File: src/rtl/s2p_rx.sv
// s2p_rx: serial-to-parallel receiver packing MSB-first bits into 4-bit words queued in a fall-through FIFO
//   Parameters: DEPTH (FIFO words, power of 2, >= 2), TIMEOUT (idle-cycle limit for a partial word)
//   Ports: clk, rst (sync active-high) | data, vld (serial in) | rd (pop head word)
//          dout (head word, 0 when empty), empty, full, ovf (sticky drop), tout (sticky timeout)
//   Optional build macro S2P_TIMEOUT_EN enables the partial-word idle timeout; otherwise tout is tied low.
module s2p_rx #(
  parameter int DEPTH   = 4,
  parameter int TIMEOUT = 8
) (
  input  logic       clk,
  input  logic       rst,
  input  logic       data,
  input  logic       vld,
  input  logic       rd,
  output logic [3:0] dout,
  output logic       empty,
  output logic       full,
  output logic       ovf,
  output logic       tout
);
  localparam int AW = $clog2(DEPTH);
  typedef enum logic {IDLE, RECV} state_t;
  state_t          state, state_nx;
  logic [1:0]      cnt, cnt_nx;
  // only the three most recent bits are ever needed; the fourth arrives on data
  logic [2:0]      sh, sh_nx;
  logic [3:0]      mem [DEPTH];
  logic [AW-1:0]   wp, rp;
  logic [AW:0]     occ;
  logic            push, pop, wr, tmo;
  if (DEPTH < 2 || (DEPTH & (DEPTH - 1)) != 0 || TIMEOUT < 1) begin : g_bad_param
    $error("s2p_rx: DEPTH must be a power of 2 >= 2 and TIMEOUT >= 1");
  end
  assign push  = state == RECV && vld && cnt == 2'd3;
  assign pop   = rd && !empty;
  // a pop frees the slot the simultaneous push needs, so full only blocks a lone push
  assign wr    = push && (!full || pop);
  assign empty = occ == '0;
  assign full  = occ == (AW+1)'(DEPTH);
  assign dout  = empty ? 4'b0000 : mem[rp];
  always_comb begin
    state_nx = state;
    cnt_nx   = cnt;
    sh_nx    = sh;
    if (vld) begin
      sh_nx    = {sh[1:0], data};
      cnt_nx   = cnt + 2'd1;
      state_nx = cnt == 2'd3 ? IDLE : RECV;
    end else if (tmo) begin
      sh_nx    = '0;
      cnt_nx   = '0;
      state_nx = IDLE;
    end
  end
  always_ff @(posedge clk)
    if (rst) begin
      state <= IDLE;
      cnt   <= '0;
      sh    <= '0;
      wp    <= '0;
      rp    <= '0;
      occ   <= '0;
      ovf   <= 1'b0;
    end else begin
      state <= state_nx;
      cnt   <= cnt_nx;
      sh    <= sh_nx;
      wp    <= wr ? wp + AW'(1) : wp;
      rp    <= pop ? rp + AW'(1) : rp;
      occ   <= occ + (AW+1)'(wr) - (AW+1)'(pop);
      ovf   <= ovf | (push && !wr);
    end
  always_ff @(posedge clk)
    if (!rst && wr) mem[wp] <= {sh, data};
`ifdef S2P_TIMEOUT_EN
  localparam int IW = $clog2(TIMEOUT + 1);
  logic [IW-1:0] idle;
  // fires on the vld=0 cycle that brings the idle count up to TIMEOUT
  assign tmo = state == RECV && !vld && int'(idle) == TIMEOUT - 1;
  always_ff @(posedge clk)
    if (rst) begin
      idle <= '0;
      tout <= 1'b0;
    end else begin
      idle <= (state == RECV && !vld && !tmo) ? idle + IW'(1) : '0;
      tout <= tout | tmo;
    end
`else
  assign tmo  = 1'b0;
  assign tout = 1'b0;
`endif
endmodule

File: config.mk
export PLATFORM = sky130hd
export DESIGN_NAME = s2p_rx
export DESIGN_NICKNAME = d
export VERILOG_FILES = /design/src/rtl/s2p_rx.sv
export SDC_FILE = /design/constraint.sdc
export NUM_CORES = 1
export LEC_CHECK = 0
export CELL_PAD_IN_SITES_DETAIL_PLACEMENT = 1
export CELL_PAD_IN_SITES_GLOBAL_PLACEMENT = 1
export CORE_AREA = 3 3 57 59
export DETAILED_ROUTE_END_ITERATION = 12
export DIE_AREA = 0 0 60 62
export PLACE_DENSITY_LB_ADDON = 0.05
export SLEW_MARGIN = 20
export SYNTH_ARGS = -nofsm -noshare
export SYNTH_HDL_FRONTEND = slang
export SYNTH_SLANG_ARGS = --single-unit
File: constraint.sdc
create_clock -name clk -period 3.6 [get_ports clk]
set_input_delay 0.72 -clock clk [delete_from_list [all_inputs] [get_ports clk]]
set_output_delay 0.72 -clock clk [all_outputs]
set_load 0.02 [all_outputs]
Word-level counts from Yosys, hierarchy flattened --
Memories as Yosys holds them, arrays and structs flattened. A register that Yosys moved wholly into a read port is not among the register bits. Index checks and enable logic that the tools add are counted.
Word-level totals: register bits 14, RAM bits 16, output and inout bits 8, word-level logic and storage cells 34, memories 1
Cells by class: add/subtract/negate cells 5, bitwise gates (word level) 1, mux-type cells 6, reductions and logical operators 12, equal/unequal tests 2
Memories:
- mem | depth 4, width 4, read ports 1, clocked after Yosys merged registers in 1, wr ports 1, line 27 | logic [3:0] mem [DEPTH];
Operators with widths (number):
- 2-bit by 1-bit adder with 2-bit output, second input constant | 3
- 1-bit logical AND | 6
- 1-bit logical NOT | 4
- 2-bit 2-to-1 mux | 2
- 4-bit 2-to-1 mux | 1
- 3-bit by 1-bit adder with 3-bit output | 1
- 3-bit equality test, second input constant | 1
- 3-bit logical NOT | 1
- 1-bit 2-to-1 mux | 3
- 3-bit by 1-bit subtractor with 3-bit output | 1
- 2-bit equality test, second input constant | 1
- 1-bit logical OR | 1
- 1-bit OR | 1

Logic depth before layout (Yosys ltp) --
word-level depth 8, depth in mapped cells 9

Least setup slack after synthesis --
Ideal clock, no wire load.
kind input to register, start input port vld, end register occ[2], buffers on the path 1, arrival time 2.283 ns, slack 1.190 ns, cell stages on the path 9, cells stage by stage buf_2 > nand3_1 > nand2b_1 > a21bo_2 > ha_1 > fa_1 > xnor2_1 > xnor2_1 > nor2_1
On the way: cells in the longest elaborated chain, start to end 5
RTL lines:
- start, declared | line 13 | input logic vld,
- 1-bit logical AND (2 in a row) | line 34 | assign push = state == RECV && vld && cnt == 2'd3;
- 1-bit logical AND | line 37 | assign wr = push && (!full || pop);
- 3-bit by 1-bit adder with 3-bit output | line 70 | occ <= occ + (AW+1)'(wr) - (AW+1)'(pop);
- 3-bit by 1-bit subtractor with 3-bit output | line 70
- end signal, assigned | line 70
- end, declared | line 29 | logic [AW:0] occ;
Every way passes these cells. A chain may end at the register's enable or synchronous reset.

==> results.py <==
metrics = {
    "floorplanning": {
        "initial_utilization_pct": 49.7,
        "die_y_um": 62,
        "die_area_um2": 3720,
        "rows": 19,
        "ios": 13,
        "die_w_um": 60,
        "core_region_area_um2": 2760,
    },
    "timing": {
        "post-route-period-util_pct": 77.2,
        "setup_viol": 0,
        "setup-tns-final_ps": 0,
        "max_freq_ghz": 0.360,
        "rsz0062_at_grt": "no",
        "maxSlewViolCount": 0,
        "fin_skew_ps": 9.84,
        "hold_viol_final": 0,
        "layout_min_cycle_time_ps": 2780,
    },
    "power": {
        "p_leak_nw": 0.575,
        "p_sw_uw": 328,
        "ir_drop_mv": 0.447,
        "combPwrFrac_pct": 33.0,
        "p_clk_share_pct": 23.7,
        "seqPwrFrac_pct": 43.3,
        "p_int_uw": 756,
        "cellPowerDensity_nw_per_um2": 682,
        "swShare_pct": 30.2,
    },
    "global_routing": {
        "antenna_found_initial": 0,
        "gr-total-overflow": 0,
        "grt_usage_pct": 15.0,
        "grt_max_degree": 19,
        "grt_pass1_vias": 847,
        "grt_pass1_wl_um": 3800,
    },
    "logic_synthesis": {
        "synth.area.mux_share_pct": 11.3,
        "ys_ff_latch": 32,
        "syn_area_um2": 1370,
        "synth_compound_area_share_pct": 3.56,
        "netlist_instances": 100,
        "synth_top_family_by_area": "simple AND/OR/NAND/NOR gates",
        "synthXorXnorAreaFrac_pct": 2.55,
        "synth_adder_area_share_pct": 6.93,
        "synth-edff-count": 16,
        "synth_simple_gate_area_share_pct": 14.7,
        "synth_fp_nets": 112,
        "yosysSeqAreaShare_pct": 58.4,
        "avgSynthCellArea_um2": 13.7,
        "ys_async_sr_fraction_pct": 0,
        "synth_ff_type": "edfxtp_1",
        "synth_cell_type_count": 34,
        "yosysWarningCount": 0,
    },
    "critical_path": {
        "critPathKind": "register to output port",
        "reg2regPathDepth": 8,
        "critical_path.max_fanout": 4,
        "cp-start-kind": "register",
        "r2r_end": "occ[2]",
        "reg2reg_slack_ps": 1340,
        "crit_end": "dout[2]",
        "cp-end-kind": "output port",
        "arrival_ps": 2060,
        "reg2reg_from": "occ[1]",
        "cp.required_ps": 2880,
    },
    "clock_network": {
        "cts-resized-gates": 0,
        "path_clk_slew_ps": 90,
        "cts_tree": "yes",
        "cts_sinks": 32,
        "cts_root_buffer": "clkbuf_4",
        "cts_hold_repair.buffers": 0,
        "clk_path_buf_depth": 2,
        "post_cts_buffers": 0,
        "numCtsBuffers": 5,
        "clk_latency_ps": 320,
        "htreeDepth": 2,
    },
    "detailed_routing": {
        "first_pass_iters": 4,
        "vias_per_cell": 5.11,
        "ant_nets": 0,
        "drc_errors": 0,
        "routedWlPerCell_um": 15.3,
        "drt_iter0_markers": 12,
        "postRouteWirelength_um": 2270,
        "vias": 756,
    },
    "placement": {
        "post-dp-hpwl_um": 1710,
        "gp_congestion": 0.710,
        "port-buffer-count": 11,
        "dp_cells": 140,
    },
    "final_layout": {
        "fill_cells": 280,
        "antenna_cells": 0,
        "mostFrequentLayoutCells": "dfxtp_1, edfxtp_1, nor2_1",
        "drive_gt1_share_pct": 17.1,
        "area_delta_synth_final_pct": 16.0,
        "fin_nets": 128,
        "fin_cells": 148,
    },
    "run": {
        "drv_cap": 0,
    },
    "run_status": {
        "outcome": "finished clean",
    },
    "min_path": {
        "min_path_type": "register to register",
    },
}
[metrics by stage]
step           utilization [%]  hold slack (ps)  power, mW  instance area, um^2  worst slack (ps)
6_report                  57.7              516       1.08                 1590               819
2_1_floorplan                -              459      0.708                 1370              1190
4_1_cts                   57.7              525       1.10                 1590               764
3_5_place_dp              54.9              503      0.843                 1520               669
3_3_place_gp              54.9              475      0.831                 1520               738
5_1_grt                   57.7              546       1.16                 1590               703
[cell type report]
| type | count | area (um^2) | area share (%) |
|---|---|---|---|
| sequential | 32 | 801 | 50.4 |
| multi-input combinational | 61 | 539 | 33.9 |
| timing repair buffer | 13 | 125 | 7.87 |
| tap | 31 | 38.8 | 2.44 |
| clock buffer | 5 | 37.5 | 2.36 |
| clock inverter | 3 | 37.5 | 2.36 |
| inverter | 3 | 11.3 | 0.708 |
[cell usage after synthesis, types with 2 or more instances]
master / n / area (um^2)
ha_1: 6 / 75.1
mux2i_1: 5 / 50.1
xnor2_1: 3 / 26.3
edfxtp_1: 16 / 480
nand2b_1: 3 / 18.8
dfxtp_1: 16 / 320
nor2b_1: 2 / 12.5
mux4_2: 4 / 90.1
and2b_1: 2 / 15.0
and2b_2: 2 / 17.5
nor2_1: 12 / 45.0
inv_1: 3 / 11.3
clkbuf_1: 2 / 7.51
and2_1: 4 / 25.0
[worst min path at each step]
| stage | startpoint | endpoint | slack [ps] | depth (start not counted) |
|---|---|---|---|---|
| floorplan | rp[1] | register | 460 | 2 |
| global placement | rp[1] | rp[1] | 470 | 2 |
| detailed placement | cnt[1] | cnt[1] | 500 | 2 |
| CTS | rp[1] | rp[1] | 530 | 2 |
| global route | sh[2] | mem[2][3] | 550 | 0 |
| finish | rp[1] | rp[1] | 520 | 2 |
[state kept, by name, summed over array words and instances (netlist names), named ones only]
| register | count |
|---|---|
| mem | 16 |
| state | 1 |
| cnt | 2 |
| ovf | 1 |
| sh | 3 |
| wp | 2 |
| occ | 3 |
| rp | 2 |
[power by group through the flow]
stage / Combinational, mW / Clock (mW) / Sequential, mW
after floorplan: 0.242 / 0 / 0.465
after global placement: 0.355 / 0 / 0.477
after detailed placement: 0.364 / 0 / 0.479
after CTS: 0.367 / 0.267 / 0.471
after global routing: 0.396 / 0.282 / 0.478
final: 0.358 / 0.257 / 0.469
[metal layers]
layer	GRT usage (%)	routed length, um	vias to the layer above
li1	-	-	380
met3	6.20	81	4
met4	6.65	27	0
met2	26.7	1220	14
met1	15.4	935	358
met5	0	0	-
[kinds of logic after synthesis]
kind of cell             count (synthesis)
AND/OR/NAND/NOR                         33
flip-flops                              32
multiplexers                            10
adder cells (fa/ha/maj)                  7
buffers and inverters                    7
AO/OA/AOI/OAI                            6
XOR/XNOR                                 4
other                                    1
[worst max-delay path: stages (launching register included)]
cell and delay (ps):
dfxtp_1 480, mux4_2 540, and2b_2 200, clkdlybuf4s50_1 530
Power figures use the tool's default switching activity.
